--- config.mk ---
export PLATFORM = sky130hd
export DESIGN_NAME = rca_div8x4_flat
export DESIGN_NICKNAME = d
export VERILOG_FILES = /design/src/rtl/div_pkg.sv /design/src/rtl/rca_div8x4_if.sv /design/src/rtl/div_step.sv /design/src/rtl/rca_div8x4.sv /design/src/flat_wrapper.sv
export SDC_FILE = /design/constraint.sdc
export NUM_CORES = 1
export LEC_CHECK = 0
export CAP_MARGIN = 5
export CORE_MARGIN = 1.5
export CORE_UTILIZATION = 46
export DETAILED_ROUTE_END_ITERATION = 8
export GPL_ROUTABILITY_DRIVEN = 0
export PLACE_DENSITY = 0.82
export SYNTH_ARGS = -nofsm -noshare
export SYNTH_HDL_FRONTEND = slang
export SYNTH_SLANG_ARGS = --single-unit
--- constraint.sdc ---
create_clock -name clk -period 2.3 [get_ports clk]
set_input_delay 0.23 -clock clk [delete_from_list [all_inputs] [get_ports clk]]
set_output_delay 0.23 -clock clk [all_outputs]
set_load 0.1 [all_outputs]
--- src/rtl/div_pkg.sv ---
// Shared types and constants for the rca_div8x4 restoring divider.
// Holds the FSM state enum, default widths and counter width.
package div_pkg;

  localparam int DIV_DW = 8;
  localparam int DIV_VW = 4;
  localparam int CNT_W  = $clog2(DIV_DW);

  typedef enum logic [1:0] {
    IDLE,
    RUN,
    DONE
  } state_e;

endpackage

--- src/rtl/rca_div8x4_if.sv ---
// Start/busy/done handshake bundle for rca_div8x4.
// master drives the request, slave returns the result.
interface rca_div8x4_if
  import div_pkg::*;
#(
  parameter int DW = DIV_DW,
  parameter int VW = DIV_VW
) ();

  logic          start;
  logic [DW-1:0] dividend;
  logic [VW-1:0] divisor;
  logic          busy;
  logic          done;
  logic [DW-1:0] quotient;
  logic [VW-1:0] remainder;
  logic          div_by_zero;

  modport master (
    output start, dividend, divisor,
    input  busy, done, quotient,
    input  remainder, div_by_zero
  );

  modport slave (
    input  start, dividend, divisor,
    output busy, done, quotient,
    output remainder, div_by_zero
  );

endinterface

--- src/rtl/div_step.sv ---
// One restoring-division iteration: shift in a bit,
// ripple-carry trial subtract, restore on borrow.
module div_step
  import div_pkg::*;
#(
  parameter int VW = DIV_VW
) (
  input  logic [VW:0]   r,
  input  logic          bin,
  input  logic [VW-1:0] divisor,
  output logic [VW:0]   r_nxt,
  output logic          qbit
);

  logic [VW:0]   sh;
  logic [VW:0]   sub;
  logic [VW:0]   diff;
  logic [VW+1:0] c;
  logic          unused_msb;

  // R never exceeds the divisor, so its top bit is always clear
  assign unused_msb = r[VW];
  assign sh  = {r[VW-1:0], bin};
  assign sub = ~{1'b0, divisor};

  // sh + ~d + 1 as an explicit ripple chain; carry out = no borrow
  always_comb begin
    c    = '0;
    diff = '0;
    c[0] = 1'b1;
    for (int i = 0; i <= VW; i++) begin
      diff[i]  = sh[i] ^ sub[i] ^ c[i];
      c[i+1]   = (sh[i] & sub[i])
               | (c[i] & (sh[i] ^ sub[i]));
    end
  end

  assign qbit  = c[VW+1];
  assign r_nxt = qbit ? diff : sh;

endmodule

--- src/rtl/rca_div8x4.sv ---
// Sequential restoring divider, DW-bit dividend by VW-bit divisor.
// Optional DIV_ZERO_DET_EN: zero divisor completes in one cycle.
module rca_div8x4
  import div_pkg::*;
#(
  parameter int DW = DIV_DW,
  parameter int VW = DIV_VW
) (
  input  logic         clk,
  input  logic         rst_n,
  rca_div8x4_if.slave  bus
);

  state_e             state_q, state_d;
  logic [VW:0]        r_q, r_d;
  logic [DW-1:0]      q_q, q_d;
  logic [CNT_W-1:0]   cnt_q, cnt_d;
  logic [VW-1:0]      dvs_q, dvs_d;
  logic [DW-1:0]      quot_q, quot_d;
  logic [VW-1:0]      rem_q, rem_d;
  logic [VW:0]        r_step;
  logic               qbit;
`ifdef DIV_ZERO_DET_EN
  logic               dbz_q, dbz_d;
`endif

  div_step #(.VW(VW)) u_step (
    .r       (r_q),
    .bin     (q_q[DW-1]),
    .divisor (dvs_q),
    .r_nxt   (r_step),
    .qbit    (qbit)
  );

  // FSM next state, datapath and result loads
  always_comb begin
    state_d = state_q;
    r_d     = r_q;
    q_d     = q_q;
    cnt_d   = cnt_q;
    dvs_d   = dvs_q;
    quot_d  = quot_q;
    rem_d   = rem_q;
`ifdef DIV_ZERO_DET_EN
    dbz_d   = dbz_q;
`endif
    unique case (state_q)
      IDLE, DONE: begin
        state_d = IDLE;
        if (bus.start) begin
          dvs_d   = bus.divisor;
          r_d     = '0;
          q_d     = bus.dividend;
          cnt_d   = CNT_W'(DW - 1);
          state_d = RUN;
`ifdef DIV_ZERO_DET_EN
          if (bus.divisor == '0) begin
            state_d = DONE;
            quot_d  = '1;
            rem_d   = bus.dividend[VW-1:0];
            dbz_d   = 1'b1;
          end
`endif
        end
      end
      RUN: begin
        r_d = r_step;
        q_d = {q_q[DW-2:0], qbit};
        if (cnt_q == '0) begin
          quot_d  = {q_q[DW-2:0], qbit};
          rem_d   = r_step[VW-1:0];
          state_d = DONE;
`ifdef DIV_ZERO_DET_EN
          dbz_d   = 1'b0;
`endif
        end else begin
          cnt_d = cnt_q - 1'b1;
        end
      end
      default: state_d = IDLE;
    endcase
  end

  // State, datapath and result registers
  always_ff @(posedge clk or negedge rst_n) begin
    if (!rst_n) begin
      state_q <= IDLE;
      r_q     <= '0;
      q_q     <= '0;
      cnt_q   <= '0;
      dvs_q   <= '0;
      quot_q  <= '0;
      rem_q   <= '0;
`ifdef DIV_ZERO_DET_EN
      dbz_q   <= 1'b0;
`endif
    end else begin
      state_q <= state_d;
      r_q     <= r_d;
      q_q     <= q_d;
      cnt_q   <= cnt_d;
      dvs_q   <= dvs_d;
      quot_q  <= quot_d;
      rem_q   <= rem_d;
`ifdef DIV_ZERO_DET_EN
      dbz_q   <= dbz_d;
`endif
    end
  end

  assign bus.busy      = (state_q == RUN);
  assign bus.done      = (state_q == DONE);
  assign bus.quotient  = quot_q;
  assign bus.remainder = rem_q;
`ifdef DIV_ZERO_DET_EN
  assign bus.div_by_zero = dbz_q;
`else
  assign bus.div_by_zero = 1'b0;
`endif

endmodule
--- src/flat_wrapper.sv ---
// flat-port wrapper written by rule: the top's interface ports become plain ports
module rca_div8x4_flat import div_pkg::*;
#(
  parameter int DW = DIV_DW,
  parameter int VW = DIV_VW
)
  (clk, rst_n, bus_start, bus_dividend, bus_divisor, bus_busy, bus_done, bus_quotient, bus_remainder, bus_div_by_zero);
  rca_div8x4_if #(.DW(DW), .VW(VW)) bus_i ();
  input  logic clk;
  input  logic rst_n;
  input wire logic [$bits(bus_i.start)-1:0] bus_start;
  input wire logic [$bits(bus_i.dividend)-1:0] bus_dividend;
  input wire logic [$bits(bus_i.divisor)-1:0] bus_divisor;
  output wire logic [$bits(bus_i.busy)-1:0] bus_busy;
  output wire logic [$bits(bus_i.done)-1:0] bus_done;
  output wire logic [$bits(bus_i.quotient)-1:0] bus_quotient;
  output wire logic [$bits(bus_i.remainder)-1:0] bus_remainder;
  output wire logic [$bits(bus_i.div_by_zero)-1:0] bus_div_by_zero;
  assign bus_i.start = bus_start;
  assign bus_i.dividend = bus_dividend;
  assign bus_i.divisor = bus_divisor;
  assign bus_busy = bus_i.busy;
  assign bus_done = bus_i.done;
  assign bus_quotient = bus_i.quotient;
  assign bus_remainder = bus_i.remainder;
  assign bus_div_by_zero = bus_i.div_by_zero;
  rca_div8x4 #(.DW(DW), .VW(VW)) u_core (.clk(clk), .rst_n(rst_n), .bus(bus_i));
endmodule
# Word level (Yosys, flattened, before mapping)
# Cells that the tools add are included.
# op_classes
addsub	1
eq_ne	5
mux	11
n_bitwise	24
n_reduce_logical	8
# op_table
operator	n
$pmux 8 s2	1
$and 1x1->1	9
$mux 4	2
$mux 8	1
$pmux 4 s2	1
$xor 1x1->1	8
$mux 3	2
$pmux 3 s2	1
$reduce_and 2->1	3
$not 4->5	1
$or 1x1->1	5
$ne 2x2->1 const B	2
$pmux 2 s2	1
$logic_not 3->1	1
$reduce_and 3->1	1
$sub 3x1->3 const B	1
$eq 2x1->1 const B	1
$eq 2x2->1 const B	1
$logic_not 2->1	1
$mux 2	1
$ne 2x1->1 const B	1
$reduce_bool 2->1	1
$reduce_or 2->1	1
$mux 1	1
$not 1->1	1
# word_totals
reg_bits	33
in_bits	15
out_inout_bits	15

# Longest topological paths before layout
# logic_depth
depth_word	13
mapped_depth	11
depth_no_buf	10

# By module
# A second synthesis with hierarchy kept.
# unflattened
hier_cells	145
area_unflattened_um2	1632.8
# by_module_without_submodules
module	n_inst	cells_each	area_per_inst_um2	seq_area_each_um2
rca_div8x4	1	125	1473.9	850.8
div_step	1	20	158.9	0.0

# Worst setup path before layout
# No wires, ideal clock.
# synth_timing
path_kind	register to register
startpoint	register u_core.q_q[7]
endpoint	register u_core.rem_q[3], in the netlist u_core.bus.remainder[3]
setup_ns	0.126
arrival_time_ns	2.140
t_required_ns	2.174
setup_slack_ns	0.034
path_stages_with_launch	12
period_less_slack_ns	2.266
cell_sequence	dfrtp_1 > inv_1 > ha_1 > inv_1 > fa_1 > fa_1 > inv_1 > fa_1 > nor2b_1 > buf_2 > mux2i_1 > mux2_4
# synth_between
elab_chain_cells	11
# synth_lines
item	line	text
start, declared	rca_div8x4.sv:16	logic [DW-1:0] q_q, q_d;
start signal, assigned	rca_div8x4.sv:100	q_q <= q_d;
$and 1x1->1 / $xor 1x1->1 (equally long branches)	div_step.sv:33, div_step.sv:34	
$or 1x1->1 *	div_step.sv:34	| (c[i] & (sh[i] ^ sub[i]));
$and 1x1->1 *	div_step.sv:34	
$or 1x1->1 *	div_step.sv:34	
$and 1x1->1 *	div_step.sv:34	
$or 1x1->1 *	div_step.sv:34	
$and 1x1->1	div_step.sv:34	
$or 1x1->1	div_step.sv:34	
$and 1x1->1	div_step.sv:34	
$or 1x1->1	div_step.sv:34	
$mux 4 *	div_step.sv:39	assign r_nxt = qbit ? diff : sh;
end signal, assigned	rca_div8x4.sv:104	rem_q <= rem_d;
end, declared	rca_div8x4.sv:20	logic [VW-1:0] rem_q, rem_d;
# Mark *: on every way between the ends. The rest lies on a longest branch, timed or not.
# A chain may end at the register's enable or synchronous reset.

# Worst setup path in the final report
# layout_timing
startpoint	register u_core.q_q[7]
endpoint	register u_core.rem_q[2], in the netlist u_core.bus.remainder[2]
# layout_between
elab_chain_cells	11
# layout_lines
item	line
$and 1x1->1 / $xor 1x1->1 (equally long branches)	div_step.sv:33, div_step.sv:34
$or 1x1->1 *	div_step.sv:34
$and 1x1->1 *	div_step.sv:34
$or 1x1->1 *	div_step.sv:34
$and 1x1->1	div_step.sv:34
$or 1x1->1	div_step.sv:34
$and 1x1->1	div_step.sv:34
$or 1x1->1	div_step.sv:34
$and 1x1->1	div_step.sv:34
$or 1x1->1	div_step.sv:34
$mux 4 *	div_step.sv:39
# Marks and branches as above.

==> flow_summary.json <==
{
  "status": "finished with violations",
  "violations": "negative setup slack",
  "maxCapViolCount": 0,
  "grt_overflow": 0,
  "vias_per_cell": 5.01,
  "grt_pass1_vias": 1137,
  "layout-drive-gt1-share": 0.338,
  "numCtsBuffers": 5,
  "cts_sinks": 33,
  "cp_max_fo": 5,
  "synth_top_area_frac": 0.538,
  "drc": 0,
  "reg2reg_to": "u_core.bus.remainder[2]",
  "yosys_warnings": 0,
  "path_depth": 11,
  "worst_setup_path_end_kind": "register",
  "initial_core_util": 0.495,
  "cts_tree": "built",
  "drt_iter0_drc": 21,
  "max_clock_freq_mhz": 423,
  "first_pass_iters": 4,
  "critPathKind": "register to register",
  "slowest_stage": "dfrtp_1",
  "rrSetupSlack_ns": -0.06,
  "maxSlewViolCount": 0,
  "syn_area_um2": 1540,
  "drtAntennaViolNets": 0,
  "wl_um": 3090,
  "syn-instance-count": 125,
  "reg2regPathDepth": 11,
  "cts_root_buffer": "clkbuf_4",
  "io_pins": 30,
  "clk_latency_ns": 0.34,
  "cp_data_required_time_ns": 2.53,
  "rsz0062_at_grt": "yes",
  "finalWorstSetupSlack_ns": -0.0636,
  "portBuffers": 28,
  "n_antenna_cell": 0,
  "grt_pass1_wl_um": 5150,
  "seq_area_um2": 826,
  "area_growth_pct": 30.0,
  "multi_input_area_um2": 701,
  "ys_types": 27,
  "num_vias": 1022,
  "synth_nets": 146,
  "clock_skew_ns": 0.00979,
  "layout_commonest_cell": "dfrtp_1",
  "crit_buf_inv": 4,
  "fill_cells": 271,
  "path_delay_family": "adder cells",
  "track_usage": 0.196,
  "ys_ff_latch": 33,
  "core-area_um2": 3100,
  "fin_crit_sh": 1.03,
  "synth.avg_cell_area_um2": 12.3,
  "dp_slack_ns": -0.139,
  "num-nets-final": 181,
  "finalSetupViolations": 8,
  "hold_buffers": 0,
  "timing.final.hold_violations": 0,
  "stdcell_count": 204,
  "post-route-min-period_ns": 2.36,
  "yosysSeqAreaShare": 0.538,
  "utilization": 0.643,
  "crit_path_start_kind": "register",
  "final_cell_mix": "dfrtp_1 (33), buf_4 (20), clkdlybuf4s50_1 (14)",
  "cp.arrival_ns": 2.59,
  "hpwl_um": 2020,
  "placementRows": 20,
  "die_area_um2": 3690,
  "yosysTopAreaCell": "dfrtp_1",
  "reg2reg_from": "u_core.q_q[7]",
  "htree_levels": 2,
  "hold_path_class": "input port to asynchronous set/reset pin",
  "whs_ns": 0.292,
  "crit_start": "u_core.q_q[7]",
  "dpl.cell_count": 195,
  "synth_area_leaders": "dfrtp_1 (54%), mux2i_1 (7.8%), mux2_2 (5.9%)",
  "die_h_um": 60.8,
  "grt_start_max_net_pins": 34,
  "drt-wirelength-per-cell_um": 15.1,
  "dieWidth_um": 60.8,
  "cpPeakStageDelay_ns": 0.40,
  "antenna_found_initial": 0,
  "path_clk_slew_ns": 0.10,
  "cp_cell_sequence": "inv_2 > ha_4 > inv_2 > fa_2 > fa_2 > inv_2 > fa_2 > nor2b_4 > buf_8 > mux2i_4 > a21oi_2",
  "worstSetupEndpoint": "u_core.bus.remainder[2]",
  "cts.path.max_buffers": 2
}
==> routing by layer <==
metal	share of wire	up-vias	global-route usage
li1	-	488	-
met4	0.025	0	0.112
met1	0.42	496	0.241
met5	0	-	0
met2	0.51	29	0.313
met3	0.045	9	0.0512
==> synthesized netlist by cell type, drive strengths merged <==
| master | number |
|---|---|
| a211oi | 1 |
| a21oi | 3 |
| a221o | 1 |
| a22o | 2 |
| a31oi | 1 |
| buf | 8 |
| conb | 1 |
| dfrtp | 33 |
| fa | 3 |
| ha | 3 |
| inv | 9 |
| mux2 | 11 |
| mux2i | 12 |
| nand2 | 10 |
| nand2b | 2 |
| nor2 | 7 |
| nor2b | 3 |
| nor4bb | 1 |
| o21ai | 9 |
| o2bb2ai | 2 |
| o32a | 1 |
| or2b | 1 |
| xor2 | 1 |
==> state kept, by name, indices dropped and copies added (netlist names) <==
| signal | count |
|---|---|
| u_core.bus.quotient | 8 |
| u_core.bus.remainder | 4 |
| u_core.cnt_q | 3 |
| u_core.dvs_q | 4 |
| u_core.q_q | 8 |
| u_core.r_q | 4 |
| u_core.state_q | 2 |
==> final cells by class <==
| type | count | area share |
|---|---|---|
| tap | 44 | 0.0276 |
| clock buffer | 7 | 0.0276 |
| timing repair buffer | 36 | 0.163 |
| inverter | 9 | 0.0169 |
| multi-input combinational | 75 | 0.351 |
| sequential | 33 | 0.414 |
==> logic make-up (layout without fill, tap and decap cells) <==
| kind of cell | after synthesis | count (layout) | synth area share |
|---|---|---|---|
| AO/OA/AOI/OAI | 20 | 20 | 0.0839 |
| XOR/XNOR | 1 | 1 | 0.00571 |
| adder cells (fa/ha/maj) | 6 | 6 | 0.0636 |
| buffers and inverters | 17 | 52 | 0.0668 |
| flip-flops | 33 | 33 | 0.538 |
| multiplexers | 23 | 23 | 0.166 |
| other | 1 | 1 | 0.00244 |
| AND/OR/NAND/NOR | 24 | 24 | 0.0734 |
==> per-stage QoR <==
step           area, um2  setup TNS [ns]
6_report            2000          -0.373
5_1_grt             2000           -1.22
4_1_cts             1930       -0.000780
3_5_place_dp        1840          -0.915
3_3_place_gp        1840          -0.336
2_1_floorplan       1540               0
==> repair_timing <==
| item | CTS | global route |
|---|---|---|
| resized for setup | 8 | 13 |
| endpoints found under the hold margin | 0 | 0 |
| endpoints found under the setup margin | 9 | 9 |
| pin swaps | 0 | 3 |
| buffers inserted | 1 | 1 |
==> worst min-delay path by stage <==
stage / startpoint / to / slack, ns / cells past startpoint
6_report: rst_n / u_core.bus.quotient[0] / 0.29 / 2
5_1_grt: rst_n / u_core.bus.quotient[0] / 0.31 / 2
4_1_cts: rst_n / u_core.dvs_q[2] / 0.31 / 2
3_5_place_dp: u_core.cnt_q[0] / u_core.cnt_q[0] / 0.49 / 1
3_3_place_gp: u_core.cnt_q[0] / u_core.cnt_q[0] / 0.47 / 1
2_1_floorplan: rst_n / u_core.bus.quotient[0] / -0.07 / 0
Power is not shown: default switching activity piles up to over one toggle a cycle in this logic, so the estimate is an artifact.
